File: src/rtl/alif_pkg.sv
// rtl/alif_pkg.sv - shared defaults and saturating arithmetic for the ALIF layer
package alif_pkg;

  localparam int DEF_CHANNELS          = 4;
  localparam int DEF_WIDTH             = 8;
  localparam int DEF_BASE_THRESHOLD    = 120;
  localparam int DEF_ADAPT_STEP        = 20;
  localparam int DEF_ADAPT_DECAY_SHIFT = 3;
  localparam int DEF_LEAK_SHIFT        = 4;
  localparam int DEF_REFRACTORY        = 2;
  localparam int DEF_RESET_VALUE       = 0;

  // Operands are small non-negative values, so 32-bit headroom never overflows.
  function automatic int sat_add(input int a, input int b, input int max_val);
    int s;
    s = a + b;
    return (s > max_val) ? max_val : s;
  endfunction

endpackage

File: src/rtl/alif_cell.sv
// rtl/alif_cell.sv - one adaptive leaky integrate-and-fire neuron
module alif_cell
  import alif_pkg::*;
#(
  parameter int WIDTH             = DEF_WIDTH,
  parameter int BASE_THRESHOLD    = DEF_BASE_THRESHOLD,
  parameter int ADAPT_STEP        = DEF_ADAPT_STEP,
  parameter int ADAPT_DECAY_SHIFT = DEF_ADAPT_DECAY_SHIFT,
  parameter int LEAK_SHIFT        = DEF_LEAK_SHIFT,
  parameter int REFRACTORY        = DEF_REFRACTORY,
  parameter int RESET_VALUE       = DEF_RESET_VALUE
) (
  input  logic             clk,
  input  logic             rst,
  input  logic             tick,
  input  logic [WIDTH-1:0] current,
  output logic             spike_next,
  output logic [WIDTH-1:0] V
);

  localparam int MAXV  = (1 << WIDTH) - 1;
  localparam int AMAX  = MAXV - BASE_THRESHOLD;
  localparam int RW_CL = $clog2(REFRACTORY + 1);
  localparam int RW    = (RW_CL < 1) ? 1 : RW_CL;

  logic [WIDTH-1:0] v_q;
  logic [WIDTH-1:0] a_q;
  logic [RW-1:0]    r_q;

  logic [WIDTH-1:0] leak;
  logic [WIDTH-1:0] vn;
  logic [31:0]      thr;
  logic             fire;
  logic [WIDTH-1:0] a_inc;
  logic [WIDTH-1:0] decay;
  logic [WIDTH-1:0] a_dec;

  always_comb begin
    leak       = '0;
    vn         = '0;
    thr        = '0;
    fire       = 1'b0;
    a_inc      = '0;
    decay      = '0;
    a_dec      = '0;
    spike_next = 1'b0;

    if (LEAK_SHIFT != 0) leak = v_q >> LEAK_SHIFT;
    // leak never exceeds v_q, so the subtraction cannot wrap
    vn    = WIDTH'(sat_add(32'(v_q - leak), 32'(current), MAXV));
    // threshold uses the adaptation value from before this tick
    thr   = 32'(sat_add(BASE_THRESHOLD, 32'(a_q), MAXV));
    fire  = (r_q == '0) && (32'(vn) >= thr);
    a_inc = WIDTH'(sat_add(32'(a_q), ADAPT_STEP, AMAX));
    decay = a_q >> ADAPT_DECAY_SHIFT;
    if (decay == '0) decay = WIDTH'(1);
    a_dec = (a_q == '0) ? '0 : a_q - decay;
    spike_next = tick & fire;
  end

  always_ff @(posedge clk) begin
    if (rst) begin
      v_q <= WIDTH'(RESET_VALUE);
      a_q <= '0;
      r_q <= '0;
    end else if (tick) begin
      if (r_q != '0) begin
        v_q <= WIDTH'(RESET_VALUE);
        r_q <= r_q - RW'(1);
      end else if (fire) begin
        v_q <= WIDTH'(RESET_VALUE);
        a_q <= a_inc;
        r_q <= RW'(REFRACTORY);
      end else begin
        v_q <= vn;
        a_q <= a_dec;
      end
    end
  end

  assign V = v_q;

endmodule

File: src/rtl/alif_layer.sv
// rtl/alif_layer.sv - parallel layer of ALIF neurons updated on a common tick
module alif_layer
  import alif_pkg::*;
#(
  parameter int CHANNELS          = DEF_CHANNELS,
  parameter int WIDTH             = DEF_WIDTH,
  parameter int BASE_THRESHOLD    = DEF_BASE_THRESHOLD,
  parameter int ADAPT_STEP        = DEF_ADAPT_STEP,
  parameter int ADAPT_DECAY_SHIFT = DEF_ADAPT_DECAY_SHIFT,
  parameter int LEAK_SHIFT        = DEF_LEAK_SHIFT,
  parameter int REFRACTORY        = DEF_REFRACTORY,
  parameter int RESET_VALUE       = DEF_RESET_VALUE
) (
  input  logic                      clk,
  input  logic                      rst,
  input  logic                      in_valid,
  input  logic [CHANNELS*WIDTH-1:0] in_current,
  output logic                      out_valid,
  output logic [CHANNELS-1:0]       spike,
  output logic [CHANNELS*WIDTH-1:0] state,
  output logic                      spike_any
);

  logic [CHANNELS-1:0] spike_d;

  for (genvar i = 0; i < CHANNELS; i++) begin : g_cell
    alif_cell #(
      .WIDTH            (WIDTH),
      .BASE_THRESHOLD   (BASE_THRESHOLD),
      .ADAPT_STEP       (ADAPT_STEP),
      .ADAPT_DECAY_SHIFT(ADAPT_DECAY_SHIFT),
      .LEAK_SHIFT       (LEAK_SHIFT),
      .REFRACTORY       (REFRACTORY),
      .RESET_VALUE      (RESET_VALUE)
    ) u_cell (
      .clk       (clk),
      .rst       (rst),
      .tick      (in_valid),
      .current   (in_current[i*WIDTH +: WIDTH]),
      .spike_next(spike_d[i]),
      .V         (state[i*WIDTH +: WIDTH])
    );
  end

  // spike_d is already gated by the tick, so idle cycles register zeros
  always_ff @(posedge clk) begin
    if (rst) begin
      out_valid <= 1'b0;
      spike     <= '0;
      spike_any <= 1'b0;
    end else begin
      out_valid <= in_valid;
      spike     <= spike_d;
      spike_any <= |spike_d;
    end
  end

endmodule

File: config.mk
export PLATFORM = sky130hd
export DESIGN_NAME = alif_layer
export DESIGN_NICKNAME = d
export VERILOG_FILES = /design/src/rtl/alif_pkg.sv /design/src/rtl/alif_cell.sv /design/src/rtl/alif_layer.sv
export SDC_FILE = /design/constraint.sdc
export NUM_CORES = 1
export LEC_CHECK = 0
export ABC_CLOCK_PERIOD_IN_PS = 6550
export CAP_MARGIN = 15
export CORE_AREA = 2 2 175 177
export CTS_CLUSTER_SIZE = 10
export DETAILED_ROUTE_END_ITERATION = 6
export DIE_AREA = 0 0 177 179
export PLACE_DENSITY = 0.58
export SYNTH_ARGS = -nofsm -noshare
export SYNTH_HDL_FRONTEND = slang
export SYNTH_HIERARCHICAL = 1
export SYNTH_SLANG_ARGS = --single-unit
export TNS_END_PERCENT = 100
File: constraint.sdc
create_clock -name clk -period 6.55 [get_ports clk]
set_clock_uncertainty 0.05 [all_clocks]
set_input_delay 0.655 -clock clk [delete_from_list [all_inputs] [get_ports clk]]
set_output_delay 0.655 -clock clk [all_outputs]
set_load 0.05 [all_outputs]
==> results.sh, run 1 <==
export IMPL_whs_ns=0.438
export IMPL_rows=64
export IMPL_nets=1407
export IMPL_synthTopCellsByCount="ha_1 (140), nand2_1 (117), nor2_1 (112), inv_1 (93), dfxtp_1 (78)"
export IMPL_grt_use_total_pct=14.4
export IMPL_cp_start_kind="register"
export IMPL_io_buffers=72
export IMPL_ant_nets=0
export IMPL_setup_violations=0
export IMPL_hold_viol=0
export IMPL_synthFlopType="dfxtp_1"
export IMPL_htreeDepth=3
export IMPL_clk_pin_slew_worst_paths_ns=0.06
export IMPL_finalInstanceArea_mm2=0.0104
export IMPL_grt_pass1_vias=8045
export IMPL_critPathKind="register to register"
export IMPL_synthTopCellsByArea="ha_1 (19%), dfxtp_1 (17%), nand2_1 (4.8%)"
export IMPL_synth_avg_cell_area_um2=7.71
export IMPL_cts_root_buf="clkbuf_16"
export IMPL_path_max_fanout=16
export IMPL_drtIter0Drc=473
export IMPL_yosys_area_top_type_share_pct=19.3
export IMPL_path_cells="inv_1, ha_1, nor2b_1, o21ai_0, nand2b_1, nand2_1, nand2_1, xnor2_1, ha_1, a21o_1, a21o_1, or4_1, and3_1, nand2_1, ha_1, and3_1, a221oi_1, o21a_1, a21boi_1, or2_1, a311oi_1"
export IMPL_tns_ns=0
export IMPL_ys_seq_area_share_pct=17.2
export IMPL_yosysUniqueCellTypes=73
export IMPL_place_congestion=0.818
export IMPL_rsz0062_at_grt="no"
export IMPL_synthArstFlopShare_pct=0
export IMPL_r2r_start="g_cell[3].u_cell/V[5]"
export IMPL_arrival_ns=5.73
export IMPL_clk_path_buf_depth=2
export IMPL_grt_ovfl_total=0
export IMPL_holdCritPathClass="register to register"
export IMPL_path_delay_family="simple AND/OR/NAND/NOR gates"
export IMPL_grt_start_max_net_pins=57
export IMPL_hold_start="g_cell[3].u_cell/r_q[0]"
export IMPL_stdcell_count=1621
export IMPL_grt_pass1_wl_um=38200
export IMPL_cts_resized=0
export IMPL_timing_final_crit_period_ns=5.52
export IMPL_io_pins=73
export IMPL_slowest_delay_ns=0.50
export IMPL_timing_fmax_mhz=181
export IMPL_crit_start="g_cell[3].u_cell/V[5]"
export IMPL_max_cap_violations=0
export IMPL_cp_required_ns=6.76
export IMPL_synthCells=1179
export IMPL_status="complete, no violations"
export IMPL_yosysWarnings=6
export IMPL_tritoncts="built"
export IMPL_tightest_slew_ns=0.826
export IMPL_antenna_found_initial=0
export IMPL_ys_ff_latch=78
export IMPL_cts_hold_buf=0
export IMPL_core_area_mm2=0.0300
export IMPL_cp_end_kind="register"
export IMPL_via_per_inst=5.20
export IMPL_vias=8428
export IMPL_wirelength_um=22600
export IMPL_finalMaxSlewViolations=0
export IMPL_wl_per_cell_um=13.9
export IMPL_cts_buffers=9
export IMPL_placed_area_mm2=0.0101
export IMPL_critPathSlowestCell="or4_1"
export IMPL_dp_hpwl_um=17400
export IMPL_syn_area_mm2=0.00909
export IMPL_die_x_um=177
export IMPL_dr_pass1_iters=5
export IMPL_syn_nets=1366
export IMPL_synth_largest_area_cell="ha_1"
export IMPL_drive_gt1_share_pct=3.27
export IMPL_initial_core_util_pct=30.3
export IMPL_period_share_pct=84.3
export IMPL_placed_cells=1605
export IMPL_syn_to_final_growth_pct=14.6
export IMPL_numClockSinks=78
export IMPL_yosysMostFrequentCell="ha_1"
export IMPL_slew_headroom_pct=44.7
export IMPL_diodes=0
export IMPL_worstPathBufferInverterCount=1
export IMPL_cts_setup_buffers=0
export IMPL_synth_edf_count=0
export IMPL_dieArea_mm2=0.0317
export IMPL_clk_latency_ns=0.35
export IMPL_fp_dieH_um=179
export IMPL_drcViolationCount=0
kinds of logic (layout without fill, tap and decap cells):
group / Yosys count / after routing / synth area share, %
AOI/OAI and AO/OA: 315 / 315 / 24.2
xor gates and xnor gates: 69 / 69 / 6.65
adders and majority gates: 152 / 152 / 21.9
buffers and inverters: 137 / 183 / 6.35
DFF: 78 / 78 / 17.2
muxes: 6 / 6 / 0.688
and+or+nand+nor: 422 / 422 / 23.0
routing by layer:
metal  vias up  GRT usage [%]  share of wire (%)
met1      3917           19.3                 49
met3        18           1.72                3.2
met2       136           24.3                 47
met4         0           4.17                1.2
met5         -              0                  0
li1       4357              -                  -
through the flow:
stage	utilization (%)	setup slack, ns
3_5_place_dp	33.6	1.08
5_1_grt	34.7	0.570
4_1_cts	34.7	1.04
3_3_place_gp	33.6	1.13
6_report	34.7	1.03
2_1_floorplan	-	1.27
cell type report:
class                      instances  area (µm²)
sequential                        78        1560
timing repair buffer              74         726
tap                              396         495
clock buffer                      12         236
inverter                          93         349
multi-input combinational        964        6950
clock inverter                     4        95.1
fill                            3128       19600
layout by cell type (no fill, tap or decap), drive strengths merged, types with 5 or more instances in the layout:
cell type	count
a221oi	7
o31a	7
or4	5
xor2	35
dfxtp	78
o211ai	11
a21o	24
and3	17
o21ai	58
and2	9
clkbuf	12
o31ai	10
or3	10
a31oi	30
a21oi	65
ha	140
nand2b	26
nor2	112
nand4	16
inv	93
nand4b	5
nor3	25
fa	12
nor4	9
a311oi	29
a211oi	26
nand3	27
xnor2	34
o21a	11
clkdlybuf4s50	70
nand2	118
nor2b	24
and4	9
sequential cells by signal, summed over array words and instances, names as in the netlist:
name / flops
spike: 4
g_cell.u_cell/r_q: 8
out_valid: 1
g_cell.u_cell/V: 32
g_cell.u_cell/a_q: 32
spike_any: 1
worst paths after layout:
kind | endpoint | slack (ns) | depth (start not counted)
min | g_cell[3].u_cell/r_q[0] | 0.44 | 2
min reg2reg | g_cell[3].u_cell/r_q[0] | 0.44 | 2
max | g_cell[3].u_cell/V[5] | 1.03 | 21
max reg2reg | g_cell[3].u_cell/V[5] | 1.03 | 21
worst register-to-register path, delay by kind of cell, from the launching register on:
family	cells	cell delay [ns]
simple gates	9	2.01
xor+xnor	1	0.23
fa+ha+maj	3	0.83
buf+inv	1	0.11
flops	1	0.48
compound gates	7	1.74
Power of run 1 is not shown: default switching activity piles up to over one toggle a cycle in this logic, so the estimate is an artifact.
==> inputs of run 2 (changes only) <==
--- a/config.mk
+++ b/config.mk
@@ -5,7 +5,7 @@
 export SDC_FILE = /design/constraint.sdc
 export NUM_CORES = 1
 export LEC_CHECK = 0
-export ABC_CLOCK_PERIOD_IN_PS = 6550
+export ABC_CLOCK_PERIOD_IN_PS = 5200
 export CAP_MARGIN = 15
 export CORE_AREA = 2 2 175 177
 export CTS_CLUSTER_SIZE = 10
==> constraint.sdc (replaced) <==
create_clock -name clk -period 5.2 [get_ports clk]
set_clock_uncertainty 0.05 [all_clocks]
set_input_delay 0.52 -clock clk [delete_from_list [all_inputs] [get_ports clk]]
set_output_delay 0.52 -clock clk [all_outputs]
set_load 0.05 [all_outputs]
==> results.sh, run 2 (same netlist as run 1, synthesis figures left out) <==
export IMPL_period_share_pct=94.3
export IMPL_place_congestion=0.893
export IMPL_setup_violations=0
export IMPL_status="complete, no violations"
export IMPL_whs_ns=0.430
export IMPL_grtUsageMet2_pct=25.4
export IMPL_ant_nets=0
export IMPL_fp_dieH_um=179
export IMPL_timing_fmax_mhz=204
export IMPL_finalMaxSlewViolations=0
export IMPL_nets=1434
export IMPL_clk_path_buf_depth=2
export IMPL_numClockSinks=78
export IMPL_timing_final_crit_period_ns=4.90
export IMPL_path_max_fanout=15
export IMPL_htreeDepth=3
export IMPL_placed_area_mm2=0.0103
export IMPL_dr_pass1_iters=5
export IMPL_grt_ovfl_total=0
export IMPL_dieArea_mm2=0.0317
export IMPL_tritoncts="built"
export IMPL_clk_latency_ns=0.35
export IMPL_wirelength_um=23500
export IMPL_cts_buffers=9
export IMPL_cp_required_ns=5.42
export IMPL_cts_root_buf="clkbuf_16"
export IMPL_diodes=0
export IMPL_tightest_slew_ns=0.821
export IMPL_grt_use_total_pct=14.7
export IMPL_hold_depth=2
export IMPL_drcViolationCount=0
export IMPL_grt_start_max_net_pins=52
export IMPL_top_usage_layer="met2"
export IMPL_stdcell_count=1647
export IMPL_rows=64
export IMPL_clk_pin_slew_worst_paths_ns=0.07
export IMPL_cts_hold_buf=0
export IMPL_cp_start_kind="register"
export IMPL_grt_pass1_vias=8260
export IMPL_mostFrequentLayoutCells="ha_1 (140), nand2_1 (117), nor2_1 (112)"
export IMPL_slew_headroom_pct=45.3
export IMPL_die_x_um=177
export IMPL_wl_per_cell_um=14.2
export IMPL_grt_use_met1_pct=19.3
export IMPL_core_area_mm2=0.0300
export IMPL_placed_cells=1629
export IMPL_grt_pass1_wl_um=39100
export IMPL_io_pins=73
export IMPL_critPathKind="register to register"
export IMPL_holdCritPathClass="primary input to register"
export IMPL_io_buffers=72
export IMPL_drtIter0Drc=664
export IMPL_final_common_cell="ha_1"
export IMPL_r2r_cells=23
export IMPL_arrival_ns=5.12
export IMPL_via_per_inst=5.25
export IMPL_initial_core_util_pct=30.3
export IMPL_grt_util_met3_pct=1.99
export IMPL_drive_gt1_share_pct=7.27
export IMPL_syn_to_final_growth_pct=17.2
export IMPL_antenna_found_initial=0
export IMPL_hold_viol=0
export IMPL_finalInstanceArea_mm2=0.0107
export IMPL_vias=8650
export IMPL_dp_hpwl_um=18100
export IMPL_cp_end_kind="register"
export IMPL_max_cap_violations=0
-- run 2: final timing paths --
check,from,to,slack (ns)
min reg2reg,g_cell[0].u_cell/r_q[0],g_cell[0].u_cell/r_q[0],0.44
min,rst,g_cell[0].u_cell/a_q[5],0.43
max reg2reg,g_cell[2].u_cell/V[0],g_cell[2].u_cell/V[6],0.30
max,g_cell[2].u_cell/V[0],g_cell[2].u_cell/V[6],0.30
-- run 2: routing by layer --
| metal | part of all wire, % | vias to the layer above |
|---|---|---|
| li1 | - | 4409 |
| met1 | 47 | 4045 |
| met2 | 48 | 172 |
| met3 | 3.3 | 24 |
| met4 | 1.2 | 0 |
| met5 | 0 | - |
-- run 2: worst max-delay path, stage by stage (launching register included) --
cell and delay [ns]:
dfxtp_2 0.32, inv_1 0.07, ha_1 0.23, fa_1 0.42, nor2b_2 0.18, o21ai_4 0.08
nand3_1 0.10, xnor2_1 0.09, ha_1 0.35, nand2_1 0.07, o21ai_0 0.19, nand2_1 0.10
or4_1 0.46, and3_1 0.23, buf_4 0.20, nand2_1 0.08, ha_1 0.24, a211o_1 0.26
o211ai_1 0.08, o211a_1 0.27, o21ai_0 0.15, buf_4 0.18, a211o_1 0.28, a31oi_1 0.13
-- run 2: final cells by class --
| cell class | count | area [µm²] |
|---|---|---|
| fill | 3152 | 19400 |
| sequential | 78 | 1570 |
| clock inverter | 2 | 16.3 |
| inverter | 93 | 349 |
| timing repair buffer | 100 | 921 |
| tap | 396 | 495 |
| multi-input combinational | 965 | 7030 |
| clock buffer | 13 | 270 |
-- run 2: what timing repair did --
action | in CTS | in global routing
resized for setup | 1 | 20
buffers inserted | 0 | 2
gates cloned | 0 | 1
setup endpoints to repair | 2 | 51
pin swaps | 0 | 3
-- run 2: stage by stage --
stage	worst slack (ns)	setup TNS [ns]	util, %
6_report	0.297	0	35.5
5_1_grt	-0.0188	-0.0188	35.5
4_1_cts	0.111	0	35.2
3_5_place_dp	0.0354	0	34.2
3_3_place_gp	0.129	0	34.2
2_1_floorplan	0.0876	0	-
Power of run 2 is left out for the same reason.
==> inputs of run 3 (changes only) <==
--- a/config.mk
+++ b/config.mk
@@ -7,11 +7,11 @@
 export LEC_CHECK = 0
 export ABC_CLOCK_PERIOD_IN_PS = 5200
 export CAP_MARGIN = 15
-export CORE_AREA = 2 2 175 177
+export CORE_AREA = 2 2 154 156
 export CTS_CLUSTER_SIZE = 10
 export DETAILED_ROUTE_END_ITERATION = 6
-export DIE_AREA = 0 0 177 179
-export PLACE_DENSITY = 0.58
+export DIE_AREA = 0 0 156 158
+export PLACE_DENSITY = 0.69
 export SYNTH_ARGS = -nofsm -noshare
 export SYNTH_HDL_FRONTEND = slang
 export SYNTH_HIERARCHICAL = 1
==> results.sh, run 3 (same netlist as run 1, synthesis figures left out) <==
export IMPL_status="complete, no violations"
export IMPL_crit_start="g_cell[0].u_cell/V[6]"
export IMPL_io_buffers=72
export IMPL_r2r_start="g_cell[0].u_cell/V[6]"
export IMPL_clk_pin_slew_worst_paths_ns=0.06
export IMPL_cts_hold_buf=0
export IMPL_wl_per_cell_um=15.0
export IMPL_wirelength_um=23100
export IMPL_cp_start_kind="register"
export IMPL_finalMaxSlewViolations=0
export IMPL_cts_root_buf="clkbuf_16"
export IMPL_arrival_ns=5.15
export IMPL_tritoncts="built"
export IMPL_critPathKind="register to register"
export IMPL_nets=1437
export IMPL_drcViolationCount=0
export IMPL_rows=56
export IMPL_vias=8822
export IMPL_diodes=0
export IMPL_io_pins=73
export IMPL_dp_hpwl_um=17300
export IMPL_grt_pass1_vias=8127
export IMPL_final_common_cell="ha_1"
export IMPL_reg2reg_slack_ns=0.27
export IMPL_syn_to_final_growth_pct=16.8
export IMPL_drtIter0Drc=733
export IMPL_clk_path_buf_depth=2
export IMPL_core_area_mm2=0.0231
export IMPL_die_x_um=156
export IMPL_max_cap_violations=0
export IMPL_hold_viol=0
export IMPL_numClockSinks=78
export IMPL_tightest_slew_ns=0.802
export IMPL_dr_pass1_iters=5
export IMPL_setup_violations=0
export IMPL_finalInstanceArea_mm2=0.0106
export IMPL_period_share_pct=94.7
export IMPL_slew_headroom_pct=45.8
export IMPL_timing_fmax_mhz=203
export IMPL_reg2reg_to="g_cell[0].u_cell/a_q[5]"
export IMPL_initial_core_util_pct=39.4
export IMPL_via_per_inst=5.71
export IMPL_path_max_fanout=6
export IMPL_cts_buffers=9
export IMPL_crit_end="g_cell[0].u_cell/a_q[5]"
export IMPL_grt_pass1_wl_um=38300
export IMPL_grt_ovfl_total=0
export IMPL_dieArea_mm2=0.0246
export IMPL_place_congestion=0.900
export IMPL_mostFrequentLayoutCells="ha_1 (139), nand2_1 (117), nor2_1 (112)"
export IMPL_antenna_found_initial=0
export IMPL_r2r_cells=20
export IMPL_fp_dieH_um=158
export IMPL_grt_start_max_net_pins=44
export IMPL_timing_final_crit_period_ns=4.93
export IMPL_grt_use_total_pct=18.5
export IMPL_n_fill_cell=2243
export IMPL_rsz0062_at_grt="yes"
export IMPL_ant_nets=0
export IMPL_drive_gt1_share_pct=8.05
export IMPL_placed_area_mm2=0.0101
export IMPL_cp_required_ns=5.42
export IMPL_htreeDepth=3
export IMPL_holdCritPathClass="register to register"
export IMPL_cp_end_kind="register"
export IMPL_clk_latency_ns=0.35
[run 3: cell types whose count changed in the layout (fill, tap and decap cells not counted), moves of 2 or more]
cell       before  now
clkinv_2        0    2
fa_1           12   10
o21ai_1         0    3
o21ai_2         3    1
xnor2_1        34   32
fa_2            0    2
dfxtp_1        71   69
bufinv_16       0    2
xnor2_2         0    2
clkbuf_8        3    0
[run 3: through the flow]
| stage | TNS (ns) | setup slack [ns] | hold WS [ns] | cells | util [%] |
|---|---|---|---|---|---|
| floorplan | 0 | 0.0876 | 0.410 | 1179 | - |
| global placement | 0 | 0.227 | 0.423 | 1518 | 43.8 |
| detailed placement | 0 | 0.134 | 0.436 | 1518 | 43.8 |
| CTS | 0 | 0.110 | 0.450 | 1534 | 45.2 |
| global route | -0.0619 | -0.0292 | 0.472 | 1545 | 46.0 |
| finish | 0 | 0.274 | 0.444 | 1545 | 46.0 |
[run 3: worst min-delay path by stage]
stage	from	end	slack [ns]	cells after the start
detailed placement	g_cell[3].u_cell/r_q[0]	g_cell[3].u_cell/r_q[0]	0.44	2
global placement	g_cell[0].u_cell/r_q[0]	g_cell[0].u_cell/r_q[0]	0.42	2
CTS	g_cell[1].u_cell/V[0]	g_cell[1].u_cell/V[0]	0.45	2
finish	g_cell[3].u_cell/r_q[0]	g_cell[3].u_cell/r_q[0]	0.44	2
global route	g_cell[3].u_cell/r_q[0]	g_cell[3].u_cell/r_q[0]	0.47	2
floorplan	g_cell[0].u_cell/r_q[0]	g_cell[0].u_cell/r_q[0]	0.41	2
[run 3: area by class of cell]
| class | count | area [µm²] | share of cell area [%] |
|---|---|---|---|
| flip-flops and latches | 78 | 1580 | 14.8 |
| inverters | 93 | 349 | 3.29 |
| clock buffers | 10 | 229 | 2.16 |
| clock inverters | 6 | 86.3 | 0.813 |
| multi-input cells | 967 | 7080 | 66.7 |
| repair buffers | 101 | 928 | 8.75 |
| well taps | 290 | 363 | 3.42 |
[run 3: per-layer routing]
layer  wire length [µm]  share of wire [%]  track usage (%)
met1              11200                 48             24.8
met2              10900                 47             31.4
met3                864                3.7             2.55
met4                197               0.85             4.33
met5                  0                  0                0
[run 3: worst max-delay path, stage by stage (launching register included)]
cell and delay [ns]:
dfxtp_2 0.40, inv_1 0.09, ha_1 0.32, nor2b_1 0.14, o21ai_0 0.15, buf_4 0.16, nand2_1 0.09, xnor2_2 0.17
ha_1 0.33, and3_1 0.18, a221o_1 0.36, a31oi_2 0.26, o31a_2 0.26, nand2_1 0.07, ha_1 0.23, or4_4 0.55
a21oi_4 0.16, o31a_4 0.20, nand2_2 0.06, or4_1 0.47, a31oi_1 0.15
[run 3: what timing repair did]
| item | in CTS | in global routing |
|---|---|---|
| resized for setup | 0 | 31 |
| endpoints found under the setup margin | 0 | 64 |
| buffers inserted | 0 | 8 |
Power of run 3 is left out for the same reason.
